==> config.mk <==
export PLATFORM = sky130hd
export DESIGN_NAME = piso_tx
export DESIGN_NICKNAME = d
export VERILOG_FILES = /design/src/rtl/piso_tx.sv
export SDC_FILE = /design/constraint.sdc
export NUM_CORES = 1
export LEC_CHECK = 0
export ABC_CLOCK_PERIOD_IN_PS = 1500
export CAP_MARGIN = 20
export CORE_AREA = 3 3 40 42
export DETAILED_ROUTE_END_ITERATION = 10
export DIE_AREA = 0 0 43 45
export GPL_ROUTABILITY_DRIVEN = 1
export PLACE_DENSITY = 0.73
export SLEW_MARGIN = 20
export SYNTH_ARGS = -nofsm -noshare
export SYNTH_HDL_FRONTEND = slang
export SYNTH_SLANG_ARGS = --single-unit
==> constraint.sdc <==
create_clock -name clk -period 1.5 [get_ports clk]
set_input_delay 0.225 -clock clk [delete_from_list [all_inputs] [get_ports clk]]
set_output_delay 0.225 -clock clk [all_outputs]
set_load 0.01 [all_outputs]
==> src/rtl/piso_tx.sv <==
// Parallel-in, serial-out transmitter: takes a WIDTH-bit word over valid/ready
// and shifts it out one bit per enabled clock, with back-to-back reload.
module piso_tx #(
  parameter int WIDTH     = 5,
  parameter bit MSB_FIRST = 1'b1
) (
  input  logic             clk,
  input  logic             rst,
  input  logic [WIDTH-1:0] din,
  input  logic             load_valid,
  output logic             load_ready,
  input  logic             en,
  output logic             so,
  output logic             so_valid,
  output logic             so_first,
  output logic             so_last
);

  localparam int            CW       = (WIDTH > 1) ? $clog2(WIDTH) : 1;
  localparam logic [CW-1:0] LAST_IDX = CW'(WIDTH - 1);

  typedef enum logic {
    IDLE,
    SHIFT
  } state_t;

  state_t           r_state;
  state_t           w_state_nxt;
  logic [WIDTH-1:0] r_sr;
  logic [WIDTH-1:0] w_sr_nxt;
  logic [WIDTH-1:0] w_sr_shift;
  logic [CW-1:0]    r_cnt;
  logic [CW-1:0]    w_cnt_nxt;
  logic             w_accept;

  // Shift toward the output end; the vacated end fills with zero.
  assign w_sr_shift = MSB_FIRST ? {r_sr[WIDTH-2:0], 1'b0} : {1'b0, r_sr[WIDTH-1:1]};

  always_ff @(posedge clk or negedge rst) begin
    if (!rst) begin
      r_state <= IDLE;
      r_sr    <= '0;
      r_cnt   <= '0;
    end else begin
      r_state <= w_state_nxt;
      r_sr    <= w_sr_nxt;
      r_cnt   <= w_cnt_nxt;
    end
  end

  always_comb begin
    w_state_nxt = r_state;
    w_sr_nxt    = r_sr;
    w_cnt_nxt   = r_cnt;
    load_ready  = (r_state == IDLE) || ((r_cnt == '0) && en);
    w_accept    = load_valid && load_ready;
    case (r_state)
      IDLE: begin
        if (w_accept) begin
          w_sr_nxt    = din;
          w_cnt_nxt   = LAST_IDX;
          w_state_nxt = SHIFT;
        end
      end
      SHIFT: begin
        if (en) begin
          if (r_cnt != '0) begin
            w_sr_nxt  = w_sr_shift;
            w_cnt_nxt = r_cnt - 1'b1;
          end else if (w_accept) begin
            // Reload on the last-bit edge takes priority over returning to IDLE.
            w_sr_nxt  = din;
            w_cnt_nxt = LAST_IDX;
          end else begin
            w_sr_nxt    = '0;
            w_state_nxt = IDLE;
          end
        end
      end
      default: begin
        w_state_nxt = IDLE;
        w_sr_nxt    = '0;
        w_cnt_nxt   = '0;
      end
    endcase
  end

  assign so_valid = (r_state == SHIFT);
  assign so       = so_valid && (MSB_FIRST ? r_sr[WIDTH-1] : r_sr[0]);
  assign so_first = so_valid && (r_cnt == LAST_IDX);
  assign so_last  = so_valid && (r_cnt == '0);

endmodule

==> flow_summary.yaml, run 1 <==
setup_path:
  timing.critical_path.cells: "inv_2, ha_4, nand2b_4, o21a_4, inv_4, buf_6"
  rr_endpoint: "r_cnt[0]$_DFFE_PN0P_"
  r2r_slack_ps: 130
  timing.critical_path.required_ps: 1270
  critical_path.max_fanout: 3
  critical_path.startpoint_type: "register"
  ff2ff_path_depth: 7
  worstSetupEndpointType: "output pin"
  crit_type: "register to output pin"
  cp_max_stage_delay_ps: 390
  worstReg2RegStart: "r_cnt[0]$_DFFE_PN0P_"
  slowest_stage_cell_on_the_critical_path: "sky130_fd_sc_hd__dfrtp_1"
  critPathArrivalTime_ps: 1300
die:
  num_io_pins: 14
  die_width_um: 43
  coreArea_mm2: 0.00128
  starting_density_of_the_core: 0.414
  die_height_um: 45
  fp.dieArea_mm2: 0.00194
  fp-row-count: 13
placement:
  hpwlAfterDp_um: 927
  place.gp.congestion: 0.808
  port_buffers: 13
  placed_cells_incl_taps: 93
detailed_routing:
  drt_iter0_markers: 13
  detail_route.wl_per_cell_um: 13.2
  routed_via_count_divided_by_cell_count: 5.04
  drt_drc_violations_left: 0
  routed_wirelength_um: 1360
  drt_pre_antenna_iters: 4
  number_of_routed_nets_with_antenna_violations: 0
  num_vias: 519
cts:
  worst_setup_hold_path_clk_slew_ps: 60
  htree_num_levels: 1
  clock-root-buffer: "sky130_fd_sc_hd__clkbuf_4"
  tritoncts_num_sinks: 9
  clock_latency_on_the_worst_skew_pair_ps: 260
  tritoncts: "built"
  tritoncts.num_buffers: 3
  cts_max_path_buffers: 2
run:
  maxCapViolations: 0
finish:
  most_frequent_standard_cell_in_the_layout_excluding_fill_and_tap_cells: "sky130_fd_sc_hd__buf_4"
  most-common-layout-cells: "sky130_fd_sc_hd__buf_4, sky130_fd_sc_hd__nand2_1, sky130_fd_sc_hd__clkdlybuf4s50_1, sky130_fd_sc_hd__dfrtp_1"
  final_net_count: 100
  area_growth_syn_to_layout_pct: 67.5
  n_antenna_cell: 0
  final.fill_count: 105
  multi_input_area_um2: 298
  post_route_cells_drive_above_1_share: 0.455
  instances_no_fill: 103
  layout.area.seq_um2: 226
power_and_ir_drop:
  power_leakage_nw: 0.418
  pwr_density_cell_mw_per_mm2: 1610
  max-vdd-ir-drop_mv: 1.24
global_route:
  maximum_number_of_pins_on_one_net_before_global_route_repair: 10
  grt_antenna_before_repair: 0
  global_route_wire_length_before_repair_um: 2260
  grt_overflow_total: 0
  gr-usage-all-layers: 0.159
  grt_pass1_vias: 518
timing:
  post-route-period-util: 1.01
  tightestPinTransition_ps: 446
  unrepaired_setup_endpoints_after_global_routing: "yes"
  setup_slack_ps: -20.2
  hold-worst-slack_ps: 278
  timing.slew.headroom: 0.702
  report.final.hold_viol_count: 0
  worst_clock_skew_ps: 0.932
  drv_slew: 0
  setup_tns_ps: -20.2
  fmax_mhz: 658
  final_setup_violation_count: 1
  final_period_minus_worst_setup_slack_ps: 1520
yosys:
  synth_cell_type_count: 24
  yosysWarnings: 0
  synth.yosys.seq_area_share: 0.424
  synth_area_per_cell_um2: 10.0
  synth_area_um2: 532
  synth.ff_latch_count: 9
  synthesis.nets: 64
  synthesis.instances: 53
status:
  status: "finished, violations left"
  failing_checks: "negative setup slack"
min_path:
  hold_path_class: "primary input to async pin"
state kept, by name, indices dropped and copies added (netlist names):
signal and cells:
so_valid 1, r_cnt 3, r_sr 5
synth_stat cells (all sizes together):
library cell  n  share of area
and2b         1          0.014
mux2i         2          0.045
and2          1          0.012
a2bb2oi       1          0.016
buf           4          0.078
nor2          1         0.0071
nand4         4          0.047
nand2         9          0.064
dfrtp         9           0.42
o21ai         1         0.0094
o21a          1          0.028
a32o          1          0.019
nand2b        2          0.024
nand3         1         0.0094
o32a          1          0.019
o211ai        4          0.056
and3          1          0.012
o22ai         1          0.012
ha            2          0.047
inv           5          0.040
o21ba         1          0.019
metal layers:
metal / routed length, um / share of wire / global-route usage
met5: 0 / 0 / 0
met4: 23 / 0.017 / 0.0904
met3: 75 / 0.055 / 0.0239
met2: 687 / 0.50 / 0.269
met1: 577 / 0.42 / 0.194
cells by family after synthesis:
| logic type | count (synthesis) | synth area share |
|---|---|---|
| simple gates | 20 | 0.188 |
| fa+ha+maj | 2 | 0.0471 |
| compound gates | 11 | 0.179 |
| flops | 9 | 0.424 |
| mux | 2 | 0.0447 |
| buf+inv | 9 | 0.118 |
through the flow:
stage               setup WS [ps]  total power [mW]  utilization  cell area, um^2
global route                -76.9              1.54        0.693              891
global placement             -284              1.00        0.591              759
detailed placement           -283              1.03        0.591              759
CTS                          3.19              1.31        0.649              835
finish                      -20.2              1.44        0.693              891
floorplan                     150             0.716            -              532
worst max-delay path by stage:
stage | start | endpoint | slack, ps | depth (start not counted)
global route | r_cnt[0]$_DFFE_PN0P_ | load_ready | -80 | 6
finish | r_cnt[0]$_DFFE_PN0P_ | load_ready | -20 | 6
global placement | en | load_ready | -280 | 5
detailed placement | en | load_ready | -280 | 5
floorplan | r_cnt[0]$_DFFE_PN0P_ | r_sr[0]$_DFFE_PN0P_ | 150 | 7
CTS | r_cnt[0]$_DFFE_PN0P_ | load_ready | 3 | 6
power by group:
part	internal (mW)	switching (mW)	leakage (nW)	total, mW
clock network	0.103	0.0882	0.0150	0.191
logic	0.528	0.337	0.292	0.865
registers	0.332	0.0506	0.111	0.382
final cells by class:
| class | instances | share of cell area |
|---|---|---|
| timing repair buffer | 35 | 0.337 |
| tap | 15 | 0.0211 |
| inverter | 5 | 0.0239 |
| clock buffer | 4 | 0.0295 |
| sequential | 9 | 0.254 |
| multi-input combinational | 35 | 0.334 |
critical path, delay by kind of cell, from the launching register on:
kind                     cells  cell delay [ps]
AO/OA/AOI/OAI                1              200
adder cells (fa/ha/maj)      1              150
buffers and inverters        3              230
flip-flops                   1              390
AND/OR/NAND/NOR              1               60
repair_timing:
action                     4_1_cts  5_1_grt
resized for setup               20        9
setup endpoints to repair        5        9
cloned                           0        0
pin swaps                        1        1
buffers inserted                 5        3
hold buffers                     0        0
(Power assumes the default switching activity.)
==> run 2, diff against run 1 <==
- ABC_AREA: not set -> 1
- PLACE_DENSITY: 0.73 -> 0.76
==> flow_summary.yaml, run 2 <==
yosys:
  dominantRegCellSynth: "sky130_fd_sc_hd__dfrtp_1"
  synth_area_um2: 577
  synth.yosys.seq_area_share: 0.390
  synthTopCellsByCount: "sky130_fd_sc_hd__nand2_1, sky130_fd_sc_hd__inv_1, sky130_fd_sc_hd__nand3_1"
  synthesis.nets: 86
  synth_top_area_share: 0.390
  yosysWarnings: 0
  synth.largest_area_cell: "sky130_fd_sc_hd__dfrtp_1"
  post_synth_main_area_contributors: "sky130_fd_sc_hd__dfrtp_1, sky130_fd_sc_hd__nand2_1, sky130_fd_sc_hd__nand3_1"
  synth_area_per_cell_um2: 7.69
  synthesis.instances: 75
  async_reset_ff_frac: 1.00
  number_of_enable_type_register_cells_in_the_synthesized_netlist: 0
  synth.ff_latch_count: 9
  synth_cell_type_count: 15
  synth.most_common_cell: "sky130_fd_sc_hd__nand2_1"
global_route:
  grt_pass1_vias: 475
  grt_overflow_total: 0
  global_route_wire_length_before_repair_um: 1970
  gr-usage-all-layers: 0.140
  maximum_number_of_pins_on_one_net_before_global_route_repair: 12
  grt_antenna_before_repair: 0
timing:
  worst_clock_skew_ps: 2.33
  report.final.hold_viol_count: 0
  final_period_minus_worst_setup_slack_ps: 1460
  timing.slew.headroom: 0.717
  unrepaired_setup_endpoints_after_global_routing: "yes"
  post-route-period-util: 0.971
  hold-worst-slack_ps: 259
  tightestPinTransition_ps: 423
  drv_slew: 0
  final_setup_violation_count: 0
  fmax_mhz: 687
setup_path:
  crit_type: "register to output pin"
  critical_path.max_fanout: 3
  critPathArrivalTime_ps: 1230
  critical_path.startpoint_type: "register"
  timing.critical_path.required_ps: 1270
  worstSetupEndpointType: "output pin"
die:
  die_height_um: 45
  coreArea_mm2: 0.00128
  fp.dieArea_mm2: 0.00194
  num_io_pins: 14
  starting_density_of_the_core: 0.449
  fp-row-count: 13
  die_width_um: 43
finish:
  area_growth_syn_to_layout_pct: 45.3
  most-common-layout-cells: "sky130_fd_sc_hd__nand2_1, sky130_fd_sc_hd__buf_4, sky130_fd_sc_hd__nand3_1"
  instances_no_fill: 117
  largest-register: "r_sr"
  final.fill_count: 119
  n_antenna_cell: 0
  most_frequent_standard_cell_in_the_layout_excluding_fill_and_tap_cells: "sky130_fd_sc_hd__nand2_1"
  largest_reg_flops: 5
  final_net_count: 114
  post_route_cells_drive_above_1_share: 0.333
cts:
  tritoncts_num_sinks: 9
  worst_setup_hold_path_clk_slew_ps: 70
  tritoncts: "built"
  cts_max_path_buffers: 2
  clock-root-buffer: "sky130_fd_sc_hd__clkbuf_4"
  htree_num_levels: 1
  tritoncts.num_buffers: 3
  clock_latency_on_the_worst_skew_pair_ps: 260
power_and_ir_drop:
  max-vdd-ir-drop_mv: 0.915
  pwr_density_cell_mw_per_mm2: 1720
  power_leakage_nw: 0.436
  report.power.total_mw: 1.45
placement:
  hpwlAfterDp_um: 889
  placed_cells_incl_taps: 110
  port_buffers: 13
  place.gp.congestion: 0.795
detailed_routing:
  detail_route.wl_per_cell_um: 10.8
  number_of_routed_nets_with_antenna_violations: 0
  routed_wirelength_um: 1260
  drt_drc_violations_left: 0
  drt_iter0_markers: 10
  num_vias: 563
  drt_pre_antenna_iters: 4
  routed_via_count_divided_by_cell_count: 4.81
run:
  maxCapViolations: 0
min_path:
  hold_path_class: "primary input to async pin"
status:
  status: "complete, no violations"
[run 2: changes by cell type in the layout (fill, tap and decap cells not counted), moves of 6 or more]
cell	change
sky130_fd_sc_hd__buf_4	-11
sky130_fd_sc_hd__inv_1	+7
sky130_fd_sc_hd__nand2_1	+9
sky130_fd_sc_hd__nand3_1	+9
sky130_fd_sc_hd__nor2_1	+6
[run 2: what timing repair did]
item / in CTS / in global routing
hold endpoints to repair: 0 / 0
buffers inserted: 3 / 0
pin swaps: 1 / 0
gates resized for setup: 17 / 6
setup endpoints to repair: 5 / 6
hold buffers: 0 / 0
[run 2: cells by family after synthesis]
| group | after synthesis | synth area share |
|---|---|---|
| compound gates | 11 | 0.134 |
| fa+ha+maj | 2 | 0.0434 |
| buf+inv | 15 | 0.128 |
| flops | 9 | 0.390 |
| simple gates | 38 | 0.304 |
[run 2: area by class of cell]
class	count	area (um^2)	share of cell area
tap	15	18.8	0.0224
timing repair buffer	25	208	0.248
inverter	13	51.3	0.0612
clock buffer	4	26.3	0.0313
sequential	9	225	0.269
multi-input combinational	51	309	0.369
[run 2: metal layers]
metal  GRT usage  vias up  share of wire
met3      0.0279        2          0.056
li1            -      290              -
met4      0.0723        0          0.012
met5           0        -              0
met1       0.164      254           0.44
met2       0.243       17           0.49
[run 2: worst paths after layout]
path	slack, ps	depth (start not counted)	startpoint	endpoint
setup / recovery	40	5	so_valid$_DFF_PN0_	so
hold / removal	260	1	rst	r_sr[3]$_DFFE_PN0P_
setup reg to reg	130	6	so_valid$_DFF_PN0_	r_cnt[1]$_DFFE_PN0P_
hold reg to reg	510	2	r_cnt[1]$_DFFE_PN0P_	r_cnt[1]$_DFFE_PN0P_
max in group asynchronous	950	1	rst	r_cnt[1]$_DFFE_PN0P_
min in group clk	510	2	r_cnt[1]$_DFFE_PN0P_	r_cnt[1]$_DFFE_PN0P_
[run 2: per-stage QoR]
step | setup TNS, ps | utilization | worst slack [ps] | area (um^2)
global route | -7.36 | 0.652 | -3.73 | 838
finish | 0 | 0.652 | 44.2 | 838
detailed placement | -556 | 0.600 | -213 | 771
floorplan | 0 | - | 292 | 577
global placement | -500 | 0.600 | -191 | 771
CTS | 0 | 0.632 | 10.8 | 812
[run 2: where the power goes]
group	switching, mW	total (mW)	internal [mW]
Combinational	0.448	0.837	0.389
Sequential	0.0686	0.413	0.344
Clock	0.0929	0.196	0.103
[run 2: critical path: stages, from the launching register on]
cell and delay (ps):
sky130_fd_sc_hd__dfrtp_1 390, sky130_fd_sc_hd__buf_4 160, sky130_fd_sc_hd__buf_4 130, sky130_fd_sc_hd__nand2_1 50, sky130_fd_sc_hd__inv_1 30, sky130_fd_sc_hd__clkdlybuf4s15_1 210
==> run 3, diff against run 2 <==
- ABC_AREA: 1 -> not set
- PLACE_DENSITY: 0.76 -> 0.73
==> results of run 3 <==
Same layout as run 1: the final DEF is identical, and so are final timing and power.
